File: src/rtl/tt_sweep_pkg.sv
`default_nettype none
// +----------------------------------------------------------------------------+
// | tt_sweep_pkg : shared types and helpers for the truth-table sweep sequencer |
// | Revision     : 1.0                                                         |
// +----------------------------------------------------------------------------+
package tt_sweep_pkg;

  localparam int TT_W  = 8;
  localparam int ROW_W = 3;

  typedef enum logic [1:0] {
    IDLE   = 2'd0,
    APPLY  = 2'd1,
    SAMPLE = 2'd2,
    DONE   = 2'd3
  } state_t;

  // Wolfram ordering puts row 000 in the MSB of the table.
  function automatic logic [ROW_W-1:0] row_to_bit(input logic [ROW_W-1:0] r);
    return ROW_W'(TT_W - 1) - r;
  endfunction

endpackage
`default_nettype wire

File: src/rtl/tt_vote3.sv
`default_nettype none
// +----------------------------------------------------------------------------+
// | tt_vote3 : two-deep capture history plus 2-of-3 majority with the live bit |
// | Revision : 1.0                                                             |
// +----------------------------------------------------------------------------+
module tt_vote3 (
  input  logic clk,
  input  logic rst_n,
  input  logic shift,
  input  logic din,
  output logic maj
);

  logic [1:0] hist;

  always_ff @(posedge clk or negedge rst_n) begin
    if (!rst_n) begin
      hist <= '0;
    end else if (shift) begin
      hist <= {hist[0], din};
    end
  end

  // The third vote is the bit being captured on this edge, so no clear is needed between rows.
  assign maj = (hist[1] & hist[0]) | (hist[1] & din) | (hist[0] & din);

endmodule
`default_nettype wire

File: src/rtl/tt_sweep_ctrl.sv
`default_nettype none
// +----------------------------------------------------------------------------+
// | tt_sweep_ctrl : sweeps a 3-input cell over all rows and checks its table;  |
// |                 TT_SAMPLE_VOTE_EN enables 3-capture majority sampling.     |
// | Revision      : 1.0                                                        |
// +----------------------------------------------------------------------------+
module tt_sweep_ctrl
  import tt_sweep_pkg::*;
#(
  parameter int unsigned      SETTLE_CYCLES = 4,
  parameter logic [TT_W-1:0]  EXPECTED      = 8'hC4,
  parameter int unsigned      CNT_W         = 8
) (
  input  logic              clk,
  input  logic              rst_n,
  input  logic              start,
  input  logic              abort,
  output logic [ROW_W-1:0]  dut_in,
  input  logic              dut_out,
  output logic              busy,
  output logic              done,
  output logic              pass,
  output logic [TT_W-1:0]   measured,
  output logic [TT_W-1:0]   mismatch
);

  localparam logic [CNT_W-1:0] SETTLE_LAST = CNT_W'(SETTLE_CYCLES - 1);
  localparam logic [ROW_W-1:0] ROW_LAST    = '1;

  if (SETTLE_CYCLES == 0 || SETTLE_CYCLES > 255 ||
      SETTLE_CYCLES >= (64'd1 << CNT_W)) begin : g_bad_settle
    $error("tt_sweep_ctrl: SETTLE_CYCLES out of range for CNT_W");
  end

  state_t            state;
  state_t            state_nxt;
  logic [CNT_W-1:0]  cnt;
  logic [ROW_W-1:0]  idx;

  logic accept;
  logic kill;
  logic commit;
  logic next_row;
  logic finish;
  logic sample_last;
  logic sample_bit;
  logic sample_go;

`ifdef TT_SAMPLE_VOTE_EN
  logic [1:0] vcnt;
  logic       vote_bit;

  tt_vote3 u_vote (
    .clk   (clk),
    .rst_n (rst_n),
    .shift (sample_go),
    .din   (dut_out),
    .maj   (vote_bit)
  );

  always_ff @(posedge clk or negedge rst_n) begin
    if (!rst_n) begin
      vcnt <= '0;
    end else if (sample_go && !sample_last) begin
      vcnt <= vcnt + 2'd1;
    end else begin
      vcnt <= '0;
    end
  end

  assign sample_last = (vcnt == 2'd2);
  assign sample_bit  = vote_bit;
`else
  assign sample_last = 1'b1;
  assign sample_bit  = dut_out;
`endif

  assign sample_go = (state == SAMPLE) && !abort;

  always_ff @(posedge clk or negedge rst_n) begin
    if (!rst_n) begin
      state <= IDLE;
    end else begin
      state <= state_nxt;
    end
  end

  always_comb begin
    state_nxt = state;
    accept    = 1'b0;
    kill      = 1'b0;
    commit    = 1'b0;
    next_row  = 1'b0;
    finish    = 1'b0;
    busy      = 1'b0;
    case (state)
      IDLE: begin
        // abort has priority so a simultaneous start is dropped.
        if (start && !abort) begin
          state_nxt = APPLY;
          accept    = 1'b1;
        end
      end
      APPLY: begin
        busy = 1'b1;
        if (abort) begin
          state_nxt = IDLE;
          kill      = 1'b1;
        end else if (cnt == SETTLE_LAST) begin
          state_nxt = SAMPLE;
        end
      end
      SAMPLE: begin
        busy = 1'b1;
        if (abort) begin
          state_nxt = IDLE;
          kill      = 1'b1;
        end else if (sample_last) begin
          commit = 1'b1;
          if (idx == ROW_LAST) begin
            state_nxt = DONE;
            finish    = 1'b1;
          end else begin
            state_nxt = APPLY;
            next_row  = 1'b1;
          end
        end
      end
      DONE: begin
        state_nxt = IDLE;
      end
      default: begin
        state_nxt = IDLE;
      end
    endcase
  end

  always_ff @(posedge clk or negedge rst_n) begin
    if (!rst_n) begin
      cnt      <= '0;
      idx      <= '0;
      dut_in   <= '0;
      measured <= '0;
      done     <= 1'b0;
      pass     <= 1'b0;
      mismatch <= '0;
    end else begin
      done <= (state == DONE);
      // Verdict outputs only move at the end of a completed sweep.
      if (state == DONE) begin
        pass     <= (measured == EXPECTED);
        mismatch <= measured ^ EXPECTED;
      end

      if (accept || next_row) begin
        cnt <= '0;
      end else if (state == APPLY) begin
        cnt <= cnt + CNT_W'(1);
      end

      if (accept) begin
        idx <= '0;
      end else if (next_row) begin
        idx <= idx + ROW_W'(1);
      end

      if (next_row) begin
        dut_in <= idx + ROW_W'(1);
      end else if (accept || kill || finish) begin
        dut_in <= '0;
      end

      if (accept) begin
        measured <= '0;
      end else if (commit) begin
        measured[row_to_bit(idx)] <= sample_bit;
      end
    end
  end

endmodule
`default_nettype wire

File: config.mk
export PLATFORM = sky130hd
export DESIGN_NAME = tt_sweep_ctrl
export DESIGN_NICKNAME = d
export VERILOG_FILES = /design/src/rtl/tt_sweep_pkg.sv /design/src/rtl/tt_vote3.sv /design/src/rtl/tt_sweep_ctrl.sv
export SDC_FILE = /design/constraint.sdc
export NUM_CORES = 1
export LEC_CHECK = 0
export ABC_CLOCK_PERIOD_IN_PS = 1700
export CAP_MARGIN = 20
export CELL_PAD_IN_SITES_DETAIL_PLACEMENT = 0
export CELL_PAD_IN_SITES_GLOBAL_PLACEMENT = 1
export CORE_ASPECT_RATIO = 0.5
export CORE_MARGIN = 1
export CORE_UTILIZATION = 37
export CTS_CLUSTER_SIZE = 30
export DETAILED_ROUTE_END_ITERATION = 16
export GPL_ROUTABILITY_DRIVEN = 1
export HOLD_SLACK_MARGIN = 0.03
export PLACE_DENSITY = 0.81
export SLEW_MARGIN = 10
export SYNTH_ARGS = -nofsm -noshare
export SYNTH_HDL_FRONTEND = slang
export SYNTH_SLANG_ARGS = --single-unit
File: constraint.sdc
create_clock -name clk -period 1.7 [get_ports clk]
set_input_delay 0.17 -clock clk [delete_from_list [all_inputs] [get_ports clk]]
set_output_delay 0.17 -clock clk [all_outputs]
set_load 0.1 [all_outputs]
* Yosys cells after proc, flatten, opt, wreduce, memory -nomap -nowiden *
Cells that the tools add are included.
Widths: inputs -> output; s select.

operators by class
  reduce and logical (&&, ||, !) cells = 13
  divide/modulo/power cells = 0
  magnitude comparators = 2
  eq/ne operators = 8
  bitwise gates (word level) = 1
  multipliers = 0
  add/sub/neg operators = 3
  multiplexer cells = 30
  shifts and indexed selects = 0

operator list
  operator             number
  $mux 8               4
  $mux 1               14
  $mux 3               4
  $mux 2               5
  $add 8x1->8 const B  1
  $bwmux 8             1
  $eq 8x2->1 const B   1
  $eq 8x8->1 const B   1
  $pmux 2 s4           1
  $reduce_bool 2->1    4
  $eq 2x2->1 const B   2
  $lt 3x4->1 const B   1
  $add 3x1->3 const B  1
  $demux 1 s3          1
  $eq 3x3->1 const B   1
  $ge 3x1->1 const B   1
  $logic_or 1x1->1     3
  $ne 3x3->1 const B   1
  $not 3->3            1
  $sub 3x3->3 const A  1
  $eq 2x1->1 const B   1
  $logic_and 1x1->1    2
  $logic_not 2->1      1
  $ne 2x2->1 const B   1
  3 further kinds      3

storage, ports and cells
  bits of input ports = 5
  register bits after elaboration = 34
  memories = 0
  memory bits (writable) = 0
  output and inout bits = 22
  logic and storage cells = 65
  memory bits (read-only) = 0
  latch bits = 0

* Longest topological paths before layout *
Gate-level depths: netlist of run 1.

  word-level depth = 8
  mapped depth = 7
  mapped depth without buffers = 6

* Worst setup path after synthesis of run 1 *
Ideal clock, no wire load.

  path type = register to register
  from = reg state[1]
  to = reg dut_in[1]
  data required time = 1.577 ns
  arrival time = 1.670 ns
  setup time = 0.123 ns
  stages on the path, launching flop included = 5
  setup slack = -0.093 ns
  period minus slack after synthesis = 1.793 ns
  path buffers = 0
  path through = dfrtp_1 -> inv_1 -> ha_1 -> o2bb2ai_1 -> a22o_1

between the ends
  cells in the longest elaborated chain, start to end = 6
  elaborated cells between the ends (all ways) = 12
  classes of those cells = 2 x eq/ne; 5 x mux; 5 x reduce/logical

RTL lines
  item                                             RTL line              text
  from (decl)                                      tt_sweep_ctrl.sv:35   state_t state;
  from (signal assigned)                           tt_sweep_ctrl.sv:84   state <= state_nxt;
  $eq 2x2->1 / $eq 2x1->1 (equally long branches)  tt_sweep_ctrl.sv:96   case (state)
  $reduce_or 2->1 (no line)                        -
  $mux 1                                           -
  $logic_or 1x1->1 (2 in series)                   tt_sweep_ctrl.sv:169  end else if (accept || kill || finish) begin
  $reduce_bool 2->1 (no line)                      -
  to (signal assigned)                             tt_sweep_ctrl.sv:168  dut_in <= idx + ROW_W'(1);
  to (decl)                                        tt_sweep_ctrl.sv:18   output logic [ROW_W-1:0] dut_in,

Parallel ways exist; a longest one is shown, timed or not.
A chain may end at the register's enable or synchronous reset.

* Final worst setup path of run 1 *
  from = reg state[0]
  to = reg measured[4]

between the ends
  cells in the longest elaborated chain, start to end = 3
  elaborated cells between the ends (all ways) = 6
  classes of those cells = 1 x eq/ne; 3 x mux; 2 x reduce/logical

RTL lines
  item                                                          RTL line              text
  $eq 2x2->1 / $logic_not 2->1 (equally long branches)          tt_sweep_ctrl.sv:96
  $mux 1                                                        tt_sweep_ctrl.sv:96
  $reduce_bool 2->1 (no line) / $mux 8 (equally long branches)  -
  to (signal, indexed assignment)                               tt_sweep_ctrl.sv:176  measured[row_to_bit(idx)] <= sample_bit;
  to (decl)                                                     tt_sweep_ctrl.sv:23   output logic [TT_W-1:0] measured,

Parallel ways exist; a longest one is shown, timed or not.

==> qor.txt, run 1 <==
status -> complete, no violations
complex-gate fraction of the synthesized area -> 6.50%
CTS max path bufs -> 2
vias in the first global route -> 1259
final core occ -> 53.9%
Placement Setup Slack -> 0.0300 ns
# H-tree levels -> 2
antenna diode count -> 0
Tot GR Track Use -> 16.5%
Final setup viols -> 0
I/O pin cnt -> 27
Final ANT Viol Nets -> 0
Leak -> 1.01 nW
mux contribution to synthesized area -> 11.6%
slew margin rel. -> 71.2%
vias per inst -> 4.98
Final Hold Fails -> 0
worst-case reg-to-reg path depth -> 6
DR pass1 iterations -> 4
Critical Path RT -> 1.87 ns
Nets -> 201
Clock Latency Late Sink -> 0.28 ns
commonest non-fill, non-tap cell in the layout -> dfrtp_1
input/output buffers -> 26
# Max-Cap Violations -> 0
core footprint -> 4080 um^2
Cells after Synth -> 152
layout cell share with drive strength beyond 1 -> 27.4%
Num CTS Buffers -> 5
Mapped Area -> 1660 um^2
xor and xnor area share after synthesis -> 3.17%
CP Capture Type -> register
PwrDens -> 1310 nW/um^2
clock sink count -> 34
synth unique cells -> 35
pin count of the biggest net entering global routing -> 35
die area -> 4760 um^2
crit path max fanout -> 4
reg2reg setup slack -> 0.10 ns
WS Path Type -> register to register
Avg Inst Size Synth -> 10.9 um^2
worst hold path class -> input port to asynchronous set/reset pin
Post-CTS Setup Bufs -> 0
Peak VDD IR -> 0.648 mV
Adder-Cell Fraction of Synth Area -> 5.29%
#FFs+latches synth -> 34
Max Slew Vio Count -> 0
clock root cell -> clkbuf_8
TritonCTS clock tree -> done
drt initial violations -> 41
Post-Synth Simple-Gate Area -> 18.5%
register area share after synthesis -> 51.4%
DR vias -> 1214
Synth Net Count -> 164
crit path DAT -> 1.77 ns
gr ovfl total -> 0
Yosys warnings -> 0
wire length of the first global-routing pass -> 5870 um
final worst setup slack -> 0.102 ns
Die Span Y -> 49.3 um
gpl congestion -> 0.720
Layout area overhead -> 33.0%
post-DP HPWL -> 2430 um
Worst Clk Skew -> 0.00202 ns
slew at the pin with the worst max-slew slack -> 0.433 ns
# rows -> 16
Post-route DRC -> 0
Period minus WS final -> 1.60 ns
CTS clk-pin slew, worst paths -> 0.07 ns
routed len/inst -> 13.9 um
final WL -> 3400 um
period utilization -> 94.0%
Startpoint Class -> register
FMAX -> 626 MHz
largest family of logic cells by synthesized area -> simple AND/OR/NAND/NOR gates
initial core utilization -> 40.5%
RSZ-0062 raised after global routing -> yes
Chip Width -> 96.6 um
initial antenna violation count -> 0
most frequent cells in the layout -> dfrtp_1, buf_4, nor2_1, nand2_1, mux2i_1
## power breakdown
| group | total [mW] | internal (mW) | switching [mW] |
|---|---|---|---|
| registers | 1.02 | 0.924 | 0.100 |
| logic | 1.25 | 0.406 | 0.843 |
| clock network | 0.622 | 0.327 | 0.295 |
## per-layer routing
| layer | share of wire, % | vias to the layer above | routed length [um] | global-route usage, % |
|---|---|---|---|---|
| li1 | - | 601 | - | - |
| met1 | 50 | 594 | 1690 | 21.1 |
| met2 | 46 | 14 | 1580 | 26.1 |
| met3 | 2.8 | 5 | 94 | 4.67 |
| met4 | 1.2 | 0 | 42 | 6.62 |
| met5 | 0 | - | 0 | 0 |
## metrics by stage
step	std cells	hold slack, ns	TNS, ns	total power, mW	instance area, um^2
after floorplan	152	-0.126	0	1.95	1660
after detailed placement	236	0.469	0	2.28	2090
final	244	0.292	0	2.89	2200
after CTS	244	0.299	0	2.91	2180
after global placement	236	0.460	0	2.25	2090
after global routing	244	0.345	-0.0913	3.07	2200
## repair_timing
| item | CTS | global route |
|---|---|---|
| setup endpoints to repair | 0 | 11 |
| resized for setup | 0 | 5 |
| hold buffers | 0 | 0 |
## Yosys cell counts
cell type	number	share of area, %
nor4b_4	1	1.4
inv_1	7	1.6
a22o_1	1	0.53
nand2b_1	3	1.1
nor2_1	19	4.3
nand3_1	2	0.60
o21ai_1	1	0.30
nor3_1	3	0.91
nor3b_1	2	0.91
nand4_1	3	1.1
and4b_1	1	0.60
o21ai_0	5	1.5
dfrtp_1	34	51
or3_1	2	0.76
o2bb2ai_1	1	0.53
mux2_2	5	3.4
nor4_2	1	0.76
buf_4	2	0.91
ha_1	7	5.3
nor4b_1	1	0.53
a21oi_1	6	1.8
and3_1	1	0.38
mux2i_1	12	7.3
nor4_1	2	0.76
buf_2	2	0.60
xnor2_1	3	1.6
a32o_1	1	0.60
nand2_1	13	2.9
nand3b_1	1	0.45
nor4b_2	1	0.91
a31oi_1	2	0.76
o31ai_1	1	0.45
mux2_4	1	0.91
clkbuf_1	2	0.45
xor2_1	3	1.6
## cell type report
type                    count  area [um^2]
fillers                   375         1880
flip-flops and latches     34          851
multi-input cells         105          773
repair buffers             36          393
clock buffers               7         86.3
well taps                  54         67.6
inverters                   7         26.3
clock inverters             1         5.00
## cells by family after synthesis
logic type / after synthesis
multiplexers: 18
AO/OA/AOI/OAI: 18
buffers and inverters: 13
XOR/XNOR: 6
adder cells (fa/ha/maj): 7
AND/OR/NAND/NOR: 56
flip-flops: 34
## sequential cells by signal (all words and copies together), names as in the netlist
| name | cells |
|---|---|
| dut_in | 3 |
| done | 1 |
| state | 2 |
| idx | 3 |
| measured | 8 |
| pass | 1 |
| cnt | 8 |
| mismatch | 8 |
## worst max-delay path, cell delays in order, from the launching register on
cell,delay [ns]
dfrtp_1,0.41
inv_1,0.11
ha_2,0.24
nand3b_1,0.18
nor3b_1,0.29
mux2i_1,0.21
nor2_1,0.06
## path summary, 6_finish.rpt
| kind | to | start |
|---|---|---|
| max reg2reg | measured[4] | state[0] |
| min reg2reg | dut_in[2] | dut_in[2] |
| min in group clk | dut_in[2] | dut_in[2] |
| max in group asynchronous | mismatch[6] | rst_n |
| min | cnt[0] | rst_n |
| max | measured[4] | state[0] |
Power figures use the tool's default switching activity.
==> run 2: changes to the inputs <==
Settings changed: CTS_CLUSTER_SIZE 30 to 25, RECOVER_POWER set to 100.
==> qor.txt, run 2 (synthesized netlist as in run 1, its figures left out) <==
pin count of the biggest net entering global routing -> 35
Period minus WS final -> 1.60 ns
top flop regs -> cnt: 8 flops, measured: 8 flops, mismatch: 8 flops
Tot GR Track Use -> 16.5%
Worst path max stage delay -> 0.41 ns
post-DP HPWL -> 2430 um
gpl congestion -> 0.720
PwrDens -> 1390 nW/um^2
drt initial violations -> 45
gr ovfl total -> 0
core footprint -> 4080 um^2
Peak VDD IR -> 0.633 mV
CP startpoint -> state[0]
Startpoint Class -> register
FMAX -> 626 MHz
I/O pin cnt -> 27
design area -> 2000 um^2
CP top delay family -> simple AND/OR/NAND/NOR gates
clock root cell -> clkbuf_8
CP Capture Type -> register
CTS max path bufs -> 2
Layout area overhead -> 20.9%
# rows -> 16
input/output buffers -> 26
CP Depth -> 6
slew margin rel. -> 43.8%
most frequent cells in the layout -> dfrtp_1, clkbuf_2, nor2_1, nand2_1, mux2i_1
Worst Hold Depth -> 2
CP Cell Sequence -> inv_1 -> ha_2 -> nand3b_1 -> nor3b_1 -> mux2i_1 -> nor2_1
Post-route DRC -> 0
worst-case reg-to-reg path depth -> 6
Num CTS Buffers -> 5
WS Path Type -> register to register
Worst Clk Skew -> 0.00191 ns
die area -> 4760 um^2
crit path max fanout -> 4
Leak -> 0.965 nW
slew at the pin with the worst max-slew slack -> 0.843 ns
Final ANT Viol Nets -> 0
antenna diode count -> 0
DR pass1 iterations -> 4
fillers -> 405
Critical Path RT -> 1.87 ns
CTS clk-pin slew, worst paths -> 0.07 ns
Die Span Y -> 49.3 um
Placement Setup Slack -> 0.0300 ns
period utilization -> 94.0%
Chip Width -> 96.6 um
wire length of the first global-routing pass -> 5870 um
Final setup viols -> 0
final worst setup slack -> 0.101 ns
Placed Area -> 2090 um^2
final WL -> 3410 um
crit path DAT -> 1.77 ns
Buffers & Inverters on Critical Path -> 1
initial antenna violation count -> 0
Nets -> 201
# Max-Cap Violations -> 0
TritonCTS clock tree -> done
layout cell share with drive strength beyond 1 -> 25.8%
RSZ-0062 raised after global routing -> yes
Tot Pwr -> 2.79 mW
# H-tree levels -> 2
commonest non-fill, non-tap cell in the layout -> dfrtp_1
vias per inst -> 4.96
Clock Latency Late Sink -> 0.28 ns
Final Hold Fails -> 0
clock sink count -> 34
Crit-path slowest cell -> dfrtp_1
Worst R2R Start -> state[0]
worst hold path class -> register to register
initial core utilization -> 40.5%
routed len/inst -> 14.0 um
vias in the first global route -> 1259
HP Start -> dut_in[2]
DR vias -> 1210
Post-CTS Setup Bufs -> 0
status -> complete, no violations
Max Slew Vio Count -> 0
==> run 2: timing repair <==
item,CTS,global route
hold buffers,0,0
endpoints found under the setup margin,0,11
hold endpoints to repair,0,0
resized for setup,0,5
==> run 2: final timing paths <==
| path | end | slack, ns |
|---|---|---|
| worst max-delay path | measured[4] | 0.10 |
| worst min-delay path | dut_in[2] | 0.48 |
| worst max register to register | measured[4] | 0.10 |
| worst min register to register | dut_in[2] | 0.48 |
| max in group asynchronous | measured[6] | 0.66 |
| min in group asynchronous | cnt[0] | 0.51 |
==> run 2: stage by stage <==
step / std cells / util [%] / setup TNS [ns] / hold WS [ns]
4_1_cts: 244 / 53.3 / 0 / 0.299
6_report: 244 / 49.0 / 0 / 0.482
3_5_place_dp: 236 / 51.1 / 0 / 0.469
3_3_place_gp: 236 / 51.1 / 0 / 0.460
5_1_grt: 244 / 49.0 / -0.108 / 0.523
2_1_floorplan: 152 / - / 0 / -0.126
==> run 2: worst reg2reg max path, delay by kind of cell (launching register included) <==
| family | cells | cell delay [ns] |
|---|---|---|
| simple gates | 3 | 0.53 |
| mux | 1 | 0.21 |
| buf+inv | 1 | 0.11 |
| fa+ha+maj | 1 | 0.24 |
| flops | 1 | 0.41 |
==> run 2: layout make-up <==
type	instances	area, um^2	area share (%)
flip-flops and latches	34	851	42.5
multi-input cells	105	743	37.1
repair buffers	36	223	11.1
clock buffers	7	86.3	4.31
well taps	54	67.6	3.38
inverters	7	26.3	1.31
clock inverters	1	5.00	0.250
==> run 2: where the power goes <==
| group | switching (mW) | internal [mW] | total [mW] |
|---|---|---|---|
| Combinational | 0.824 | 0.323 | 1.15 |
| Sequential | 0.0958 | 0.924 | 1.02 |
| Clock | 0.293 | 0.327 | 0.620 |
==> run 2: routing by layer <==
metal	GRT usage, %	wire length, um	vias to the layer above
met5	0	0	-
met4	6.62	42	0
met3	4.67	105	5
met2	26.1	1580	12
met1	21.1	1690	593
li1	-	-	600
